File: src/rtl/key_event_queue_if.sv
// Event-side bundle of key_event_queue: debounced key levels in, show-ahead event FIFO head out.
// The slave modport is the queue itself; the master modport is the key filter / consumer side.
interface key_event_queue_if #(
    parameter int FIFO_DEPTH = 4
);
    localparam int CW = $clog2(FIFO_DEPTH) + 1;

    logic [15:0]   key_deb;
    logic          ev_ready;
    logic          ev_valid;
    logic [3:0]    ev_code;
    logic          ev_release;
    logic [CW-1:0] ev_count;
    logic          ovf;

    modport master (
        output key_deb,
        output ev_ready,
        input  ev_valid,
        input  ev_code,
        input  ev_release,
        input  ev_count,
        input  ovf
    );

    modport slave (
        input  key_deb,
        input  ev_ready,
        output ev_valid,
        output ev_code,
        output ev_release,
        output ev_count,
        output ovf
    );
endinterface

File: src/rtl/key_event_queue.sv
// Turns debounced key levels into press (and optionally release) events queued in a show-ahead FIFO.
// Optional release events are enabled by defining KEY_RELEASE_EVENT_EN.
module key_event_queue #(
    parameter int FIFO_DEPTH = 4
) (
    input logic              clk,
    input logic              rst,
    key_event_queue_if.slave bus
);
    localparam int AW = $clog2(FIFO_DEPTH);
    localparam int CW = AW + 1;
    localparam logic [CW-1:0] DEPTH_C = CW'(FIFO_DEPTH);
`ifdef KEY_RELEASE_EVENT_EN
    localparam int EW = 5;
`else
    localparam int EW = 4;
`endif

    // Lowest pending index wins; at the same index a press is chosen before a release.
    // Result is {found, is_release, code}.
    function automatic logic [5:0] pick_event(input logic [15:0] press, input logic [15:0] rel);
        logic [5:0] r;
        r = 6'd0;
        for (int i = 15; i >= 0; i--) begin
            r = press[i] ? {1'b1, 1'b0, 4'(i)} : (rel[i] ? {1'b1, 1'b1, 4'(i)} : r);
        end
        return r;
    endfunction

    logic [15:0]   key_prev_q;
    logic [15:0]   press_pend_q, press_pend_d;
    logic [15:0]   press_edge_s, press_clr_s;
    logic [15:0]   rel_pend_s;
    logic          rel_ovf_s;
    logic [EW-1:0] mem_q [FIFO_DEPTH];
    logic [EW-1:0] head_s;
    logic [AW-1:0] wr_ptr_q, wr_ptr_d, rd_ptr_q, rd_ptr_d;
    logic [CW-1:0] count_q, count_d;
    logic          ovf_q, ovf_d;
    logic          valid_s, pop_s, push_s, space_s, sel_valid_s;
    logic [4:0]    sel_entry_s;

    // Event selection, press pending update, overflow detection and FIFO bookkeeping.
    always_comb begin
        valid_s      = (count_q != {CW{1'b0}});
        pop_s        = valid_s & bus.ev_ready;
        space_s      = (count_q < DEPTH_C) | pop_s;
        {sel_valid_s, sel_entry_s} = pick_event(press_pend_q, rel_pend_s);
        push_s       = sel_valid_s & space_s;
        press_edge_s = bus.key_deb & ~key_prev_q;
        if (push_s && !sel_entry_s[4]) begin
            press_clr_s = 16'h0001 << sel_entry_s[3:0];
        end else begin
            press_clr_s = 16'h0000;
        end
        // An edge that meets a still-pending, not-being-drained bit is lost.
        press_pend_d = (press_pend_q & ~press_clr_s) | press_edge_s;
        ovf_d        = ovf_q | (|(press_edge_s & press_pend_q & ~press_clr_s)) | rel_ovf_s;
        wr_ptr_d     = push_s ? (wr_ptr_q + AW'(1)) : wr_ptr_q;
        rd_ptr_d     = pop_s ? (rd_ptr_q + AW'(1)) : rd_ptr_q;
        case ({push_s, pop_s})
            2'b10:   count_d = count_q + CW'(1);
            2'b01:   count_d = count_q - CW'(1);
            default: count_d = count_q;
        endcase
    end

    // Key history, pending bits, pointers, occupancy and the sticky overflow flag.
    always_ff @(posedge clk) begin
        if (rst) begin
            key_prev_q   <= 16'h0000;
            press_pend_q <= 16'h0000;
            wr_ptr_q     <= {AW{1'b0}};
            rd_ptr_q     <= {AW{1'b0}};
            count_q      <= {CW{1'b0}};
            ovf_q        <= 1'b0;
        end else begin
            key_prev_q   <= bus.key_deb;
            press_pend_q <= press_pend_d;
            wr_ptr_q     <= wr_ptr_d;
            rd_ptr_q     <= rd_ptr_d;
            count_q      <= count_d;
            ovf_q        <= ovf_d;
        end
    end

    // FIFO storage; stale entries are never visible because the head is gated by valid.
    always_ff @(posedge clk) begin
        if (push_s) begin
            mem_q[wr_ptr_q] <= sel_entry_s[EW-1:0];
        end
    end

`ifdef KEY_RELEASE_EVENT_EN
    logic [15:0] rel_pend_q, rel_pend_d, rel_edge_s, rel_clr_s;

    // Release pending bits follow the same lost-edge rule as presses.
    always_comb begin
        rel_edge_s = key_prev_q & ~bus.key_deb;
        if (push_s && sel_entry_s[4]) begin
            rel_clr_s = 16'h0001 << sel_entry_s[3:0];
        end else begin
            rel_clr_s = 16'h0000;
        end
        rel_pend_d = (rel_pend_q & ~rel_clr_s) | rel_edge_s;
        rel_ovf_s  = |(rel_edge_s & rel_pend_q & ~rel_clr_s);
    end

    // Release pending register.
    always_ff @(posedge clk) begin
        if (rst) begin
            rel_pend_q <= 16'h0000;
        end else begin
            rel_pend_q <= rel_pend_d;
        end
    end

    assign rel_pend_s     = rel_pend_q;
    assign head_s         = mem_q[rd_ptr_q];
    assign bus.ev_release = valid_s & head_s[4];
`else
    assign rel_pend_s     = 16'h0000;
    assign rel_ovf_s      = 1'b0;
    assign head_s         = mem_q[rd_ptr_q];
    assign bus.ev_release = 1'b0;
`endif

    assign bus.ev_valid = valid_s;
    assign bus.ev_code  = valid_s ? head_s[3:0] : 4'h0;
    assign bus.ev_count = count_q;
    assign bus.ovf      = ovf_q;
endmodule

File: src/flat_wrapper.sv
// flat-port wrapper written by rule: the top's interface ports become plain ports
module key_event_queue_flat 
#(
    parameter int FIFO_DEPTH = 4
)
  (clk, rst, bus_key_deb, bus_ev_ready, bus_ev_valid, bus_ev_code, bus_ev_release, bus_ev_count, bus_ovf);
  key_event_queue_if #(.FIFO_DEPTH(FIFO_DEPTH)) bus_i ();
  input logic clk;
  input logic rst;
  input wire logic [$bits(bus_i.key_deb)-1:0] bus_key_deb;
  input wire logic [$bits(bus_i.ev_ready)-1:0] bus_ev_ready;
  output wire logic [$bits(bus_i.ev_valid)-1:0] bus_ev_valid;
  output wire logic [$bits(bus_i.ev_code)-1:0] bus_ev_code;
  output wire logic [$bits(bus_i.ev_release)-1:0] bus_ev_release;
  output wire logic [$bits(bus_i.ev_count)-1:0] bus_ev_count;
  output wire logic [$bits(bus_i.ovf)-1:0] bus_ovf;
  assign bus_i.key_deb = bus_key_deb;
  assign bus_i.ev_ready = bus_ev_ready;
  assign bus_ev_valid = bus_i.ev_valid;
  assign bus_ev_code = bus_i.ev_code;
  assign bus_ev_release = bus_i.ev_release;
  assign bus_ev_count = bus_i.ev_count;
  assign bus_ovf = bus_i.ovf;
  key_event_queue #(.FIFO_DEPTH(FIFO_DEPTH)) u_core (.clk(clk), .rst(rst), .bus(bus_i));
endmodule
File: config.mk
export PLATFORM = sky130hd
export DESIGN_NAME = key_event_queue_flat
export DESIGN_NICKNAME = d
export VERILOG_FILES = /design/src/rtl/key_event_queue_if.sv /design/src/rtl/key_event_queue.sv /design/src/flat_wrapper.sv
export SDC_FILE = /design/constraint.sdc
export NUM_CORES = 1
export LEC_CHECK = 0
export ABC_AREA = 1
export BUFFER_PORTS_ARGS = -buffer_cell sky130_fd_sc_hd__buf_2
export CAP_MARGIN = 20
export CELL_PAD_IN_SITES_DETAIL_PLACEMENT = 0
export CELL_PAD_IN_SITES_GLOBAL_PLACEMENT = 1
export CORE_MARGIN = 2
export CORE_UTILIZATION = 43
export DETAILED_ROUTE_END_ITERATION = 12
export PLACE_DENSITY_LB_ADDON = 0.15
export SYNTH_ARGS = -nofsm -noshare
export SYNTH_HDL_FRONTEND = slang
export SYNTH_SLANG_ARGS = --single-unit
File: constraint.sdc
create_clock -name clk -period 2.85 [get_ports clk]
set_input_delay 0.1425 -clock clk [delete_from_list [all_inputs] [get_ports clk]]
set_output_delay 0.1425 -clock clk [all_outputs]
set_load 0.005 [all_outputs]
* Yosys cells after proc, flatten, opt, wreduce, memory -nomap -nowiden
Memory sizes are Yosys's and may differ from the RTL's. A register that Yosys moved wholly into a read port is not among the register bits.
Cells that the tools add are included.
** Operators by class
- Add/sub/neg operators :: 4
- $mul :: 0
- Div/mod/pow operators :: 0
- Order comparisons :: 1
- Equality and inequality tests :: 2
- Shift operators :: 1
- Muxes and demuxes :: 23
- Bitwise operators :: 11
- Reduce and logical (&&, ||, !) cells :: 5
** Operators with widths (count)
- 6-bit two-way mux :: 16
- 16-bit bitwise AND :: 4
- 16-bit NOT :: 2
- 16-bit two-way mux :: 1
- 16-bit OR :: 1
- 16-bit OR reduction :: 1
- 1-bit by 4-bit left shift with 16-bit output, first input constant :: 1
- 3-bit case mux with 2 select lines :: 1
- 2-bit by 1-bit adder with 2-bit output, second input constant :: 2
- 2-bit two-way mux :: 2
- 4-bit two-way mux :: 1
- 3-bit by 1-bit adder with 3-bit output, second input constant :: 1
- 3-bit < comparator, second input constant :: 1
- 3-bit nonzero test :: 1
- 3-bit by 1-bit subtractor with 3-bit output, second input constant :: 1
- 1-bit bitwise AND :: 2
- 2-bit by 1-bit equality test with 1-bit output, second input constant :: 1
- 2-bit equality test, second input constant :: 1
- 1-bit two-way mux :: 2
- 1-bit OR :: 2
- 2-bit nonzero test :: 1
- 1-bit logical AND :: 1
- 1-bit zero test :: 1
** Word-level totals
- Bits in registers :: 40
- Latch bits :: 0
- Memory bits (writable) :: 16
- ROM bits :: 0
- Input port bits :: 19
- Word-level logic and storage cells :: 54
- Memories kept :: 1
** Memories
- u_core.mem_q :: words 4, width 4, read ports 1, clocked after Yosys merged registers in 1, wr ports 1, line key_event_queue.sv:35 : logic [EW-1:0] mem_q [FIFO_DEPTH];

* Logic depth before layout (Yosys ltp)
- Depth in word-level cells :: 23
- Gate-level depth with buffers :: 25
- Depth with buffers taken out :: 25

* Least setup slack after synthesis
Ideal clock, no wire load.
- Path kind :: register to register
- From :: register u_core.press_pend_q[10]
- To :: register u_core.count_q[2], in the netlist u_core.bus.ev_count[2]
- Library setup time :: 0.122 ns
- Data arrival time :: 2.141 ns
- Required time :: 2.728 ns
- Slack :: 0.587 ns
- Stages on the path, launching flop included :: 11
- Clock period less this slack :: 2.263 ns
- Cell sequence :: dfxtp_1 > nor4_2 > nand2_1 > o31ai_4 > ha_1 > inv_1 > fa_1 > a21oi_1 > o21ai_0 > o21ai_0 > a21oi_1
** Between the ends
- Word-level cells in the longest chain between the ends :: 14
- Elaborated cells on any way between the ends :: 16
** RTL lines
- from (decl) :: line key_event_queue.sv:31 : logic [15:0] press_pend_q, press_pend_d;
- from (signal assigned) :: line key_event_queue.sv:79 : press_pend_q <= press_pend_d;
- 6-bit two-way mux * (11 in series) :: line key_event_queue.sv:25 : r = press[i] ? {1'b1, 1'b0, 4'(i)} : (rel[i] ? {1'b1, 1'b1, 4'(i)} : r);
- 1-bit bitwise AND * :: line key_event_queue.sv:49 : push_s = sel_valid_s & space_s;
- 2-bit by 1-bit equality test with 1-bit output or 2-bit equality test (tied branches) :: line key_event_queue.sv:61 : case ({push_s, pop_s})
- 3-bit case mux with 2 select lines or 2-bit nonzero test (tied branches)
- to (signal assigned) :: line key_event_queue.sv:75 : count_q <= {CW{1'b0}};
- to (signal assigned) :: line key_event_queue.sv:82 : count_q <= count_d;
- to (decl) :: line key_event_queue.sv:38 : logic [CW-1:0] count_q, count_d;
Mark *: on every way between the ends. The rest lies on a longest branch, timed or not.
A chain may end at the register's enable or synchronous reset.

* Worst setup path in the final report
- From :: register u_core.press_pend_q[14]
- To :: register u_core.count_q[2], in the netlist u_core.bus.ev_count[2]
** Between the ends
- Word-level cells in the longest chain between the ends :: 18
- Elaborated cells on any way between the ends :: 20
** RTL lines (line)
- 6-bit two-way mux * (15 in series) :: key_event_queue.sv:25
- 1-bit bitwise AND * :: key_event_queue.sv:49
- 2-bit by 1-bit equality test with 1-bit output or 2-bit equality test (tied branches) :: key_event_queue.sv:61
- 3-bit case mux with 2 select lines or 2-bit nonzero test (tied branches)
Marked as above.

==> impl_metrics.toml <==
[routing]
drcViolationCount = 0
dr_total_vias = 2212
wirelength_um = 5490
avgRoutedWirePerCell_um = 12.0
final_antenna_net_count = 0
viasPerCell = 4.83
drt_iter0_drc = 101
drtPass1Iterations = 4

[synth]
synth-edff-count = 16
ys_warn_count = 0
synth_top_area_frac = 0.312
synth.distinct_cells = 27
avgSynthCellArea_um2 = 7.87
async_flop_share = 0
synth_ff_type = "dfxtp_1"
synth_seq_cells = 58
synth_seq_area_share = 0.491
synth.area.top_cells = "dfxtp_1 (31%), edfxtp_1 (18%), nor2_1 (9.6%)"
syn_area_um2 = 2690
yosys.area.top_type = "dfxtp_1"
syn_nets = 367
synthesis.instances = 342

[final_layout]
fin_area_um2 = 3150
nFillCells = 603
fin_nets = 403
syn2layout_area_growth_pct = 16.9
drive_above_1_share = 0.204
diodes = 0
stdcell_count = 458

[clock_network]
clk_pin_slew_worst_paths_ns = 0.06
cts.path.max_buffers = 2
cts-root-buf = "clkbuf_8"
cts_made_buffers = 9
cts_sinks = 58
insertion_delay_ns = 0.34
htree_levels = 3
postCtsResizedCells = 0
cts_tree = "yes"

[critical_path]
worstSetupEndpointType = "register"
required_ns = 3.07
critPathBufInv = 2
r2r_slack_ns = 0.56
worstPathMaxFanout = 3
startpoint_type = "register"
max_stage_delay_ns = 0.38
r2r-end = "u_core.bus.ev_count[2]"
regToRegStartpoint = "u_core.press_pend_q[14]"
crit_chain = "inv_1, nand2_1, nor3_1, nand2_1, o31ai_4, ha_1, inv_1, fa_1, a21oi_1, o21ai_0, o21ai_0, a21oi_1"
critPathArrivalTime_ns = 2.52
ff2ff_path_depth = 12
cp_slowest_cell = "fa_1"
crit_start = "u_core.press_pend_q[14]"
critPathTopFamily = "compound AO/OA/AOI/OAI gates"
cp.depth = 12
crit_type = "register to register"

[pwr]
p_leak_nw = 1.45
p_per_area_nw_per_um2 = 776
power_mw = 2.44
ir_drop_v = 0.000461

[floorplanning]
ioPinCount = 29
core_um2 = 5990
num_rows = 28
die_width_um = 83.1
initial_core_util = 0.449
die_h_um = 83.1
dieArea_um2 = 6910

[placement]
routabilityCongestion = 0.875
dpl.hpwl_um = 4070
port_buffers = 27
dp_slack_ns = 0.566
placed_cells = 441
place_area_um2 = 2920

[timing]
setup_ws_ns = 0.557
finalSetupTns_ns = 0
fin_crit_ns = 2.29
final_max_slew_viol_count = 0
layout_worst_path_cycle_share = 0.805
fin_worst_skew_ns = 0.00721
hold_viol_final = 0
max_freq_mhz = 436
finalSetupViolCount = 0
rsz0062_at_grt = "false"

[global_route]
grt_max_degree = 35
gr-total-overflow = 0
grt_pass1_vias = 2064
grt_usage = 0.171
grt_pass1_wl_um = 9250
antenna_found_initial = 0

[run]
max_cap_viol_count = 0

[hold_path]
min_from = "bus_key_deb[5]"
hold_path_class = "primary input to register"
min_to = "u_core.key_prev_q[5]"
whs_path_depth = 3

[status]
status = "complete, no violations"
report_power, final:
| group | internal (mW) | total [mW] | switching (mW) |
|---|---|---|---|
| logic | 0.216 | 0.577 | 0.360 |
| registers | 0.975 | 1.04 | 0.0648 |
| clock network | 0.513 | 0.824 | 0.312 |
| total | 1.70 | 2.44 | 0.737 |
placed cells by master (no fill, tap or decap), types with 2 or more instances in the layout:
master | netlist | final
nand2_4 | 3 | 3
nand4_1 | 11 | 11
buf_2 | 0 | 27
nor3_1 | 2 | 2
nor2_2 | 2 | 2
nand3_1 | 13 | 13
dfxtp_1 | 42 | 42
edfxtp_1 | 16 | 16
nor2_1 | 69 | 69
a21oi_1 | 31 | 31
ha_1 | 5 | 5
nand2_2 | 7 | 7
clkinv_2 | 2 | 4
inv_1 | 51 | 51
o21ai_1 | 3 | 3
buf_4 | 1 | 3
nand2_1 | 35 | 35
bufinv_16 | 0 | 2
clkbuf_8 | 0 | 10
o21ai_0 | 23 | 23
inv_2 | 4 | 4
or2_2 | 10 | 10
cell usage after synthesis, types with 2 or more instances:
cell      instances
nor2_1           69
dfxtp_1          42
nand2_4           3
clkbuf_1          5
o21ai_1           3
inv_2             4
inv_1            51
o21ai_0          23
nand2_2           7
clkinv_2          2
or2_2            10
nand4_1          11
ha_1              5
nand3_1          13
nor3_1            2
a21oi_1          31
nor2_2            2
edfxtp_1         16
nand2_1          35
sequential cells by signal, indices dropped and copies added, names as in the netlist, named ones only:
signal / count
u_core.bus.ev_count: 3
u_core.bus.ovf: 1
u_core.key_prev_q: 16
u_core.mem_q: 16
u_core.press_pend_q: 16
u_core.rd_ptr_q: 2
u_core.wr_ptr_q: 2
cell type report:
| cell class | instances | area [um^2] | share of cell area |
|---|---|---|---|
| clock buffer | 11 | 141 | 0.0449 |
| timing repair buffer | 31 | 168 | 0.0533 |
| sequential | 58 | 1320 | 0.420 |
| clock inverter | 5 | 77.6 | 0.0247 |
| tap | 75 | 93.8 | 0.0298 |
| inverter | 57 | 216 | 0.0688 |
| multi-input combinational | 221 | 1130 | 0.359 |
worst min-delay path: cells and delay by family:
family	cells	cell delay (ns)
AND/OR/NAND/NOR	1	0.07
buffers and inverters	2	0.10
how the worst max path moves through the flow:
| stage | end |
|---|---|
| floorplan | u_core.bus.ev_count[2] |
| global route | u_core.bus.ev_count[2] |
| finish | u_core.bus.ev_count[2] |
| CTS | u_core.bus.ev_count[2] |
| detailed placement | u_core.bus.ev_count[2] |
| global placement | u_core.bus.ev_count[2] |
routing by layer:
metal | track usage | share of wire
met1 | 0.198 | 0.45
met2 | 0.274 | 0.47
met3 | 0.0437 | 0.036
met4 | 0.119 | 0.037
met5 | 0 | 0
cell families after synthesis:
kind of cell | after synthesis | share of synthesized area
compound gates | 60 | 0.123
fa+ha+maj | 6 | 0.0307
simple gates | 154 | 0.264
flops | 58 | 0.491
buf+inv | 63 | 0.0901
other cells | 1 | 0.00139
through the flow:
step	util	hold slack, ns
2_1_floorplan	-	0.263
3_3_place_gp	0.487	0.351
3_5_place_dp	0.487	0.362
4_1_cts	0.525	0.000594
5_1_grt	0.525	0.0145
6_report	0.525	0.0145
what timing repair did:
item                      in CTS  in global routing
hold endpoints to repair       1                  0
buffers inserted               0                  0
hold buffers                   1                  0
Note: power is estimated with default switching activity, not from simulation.
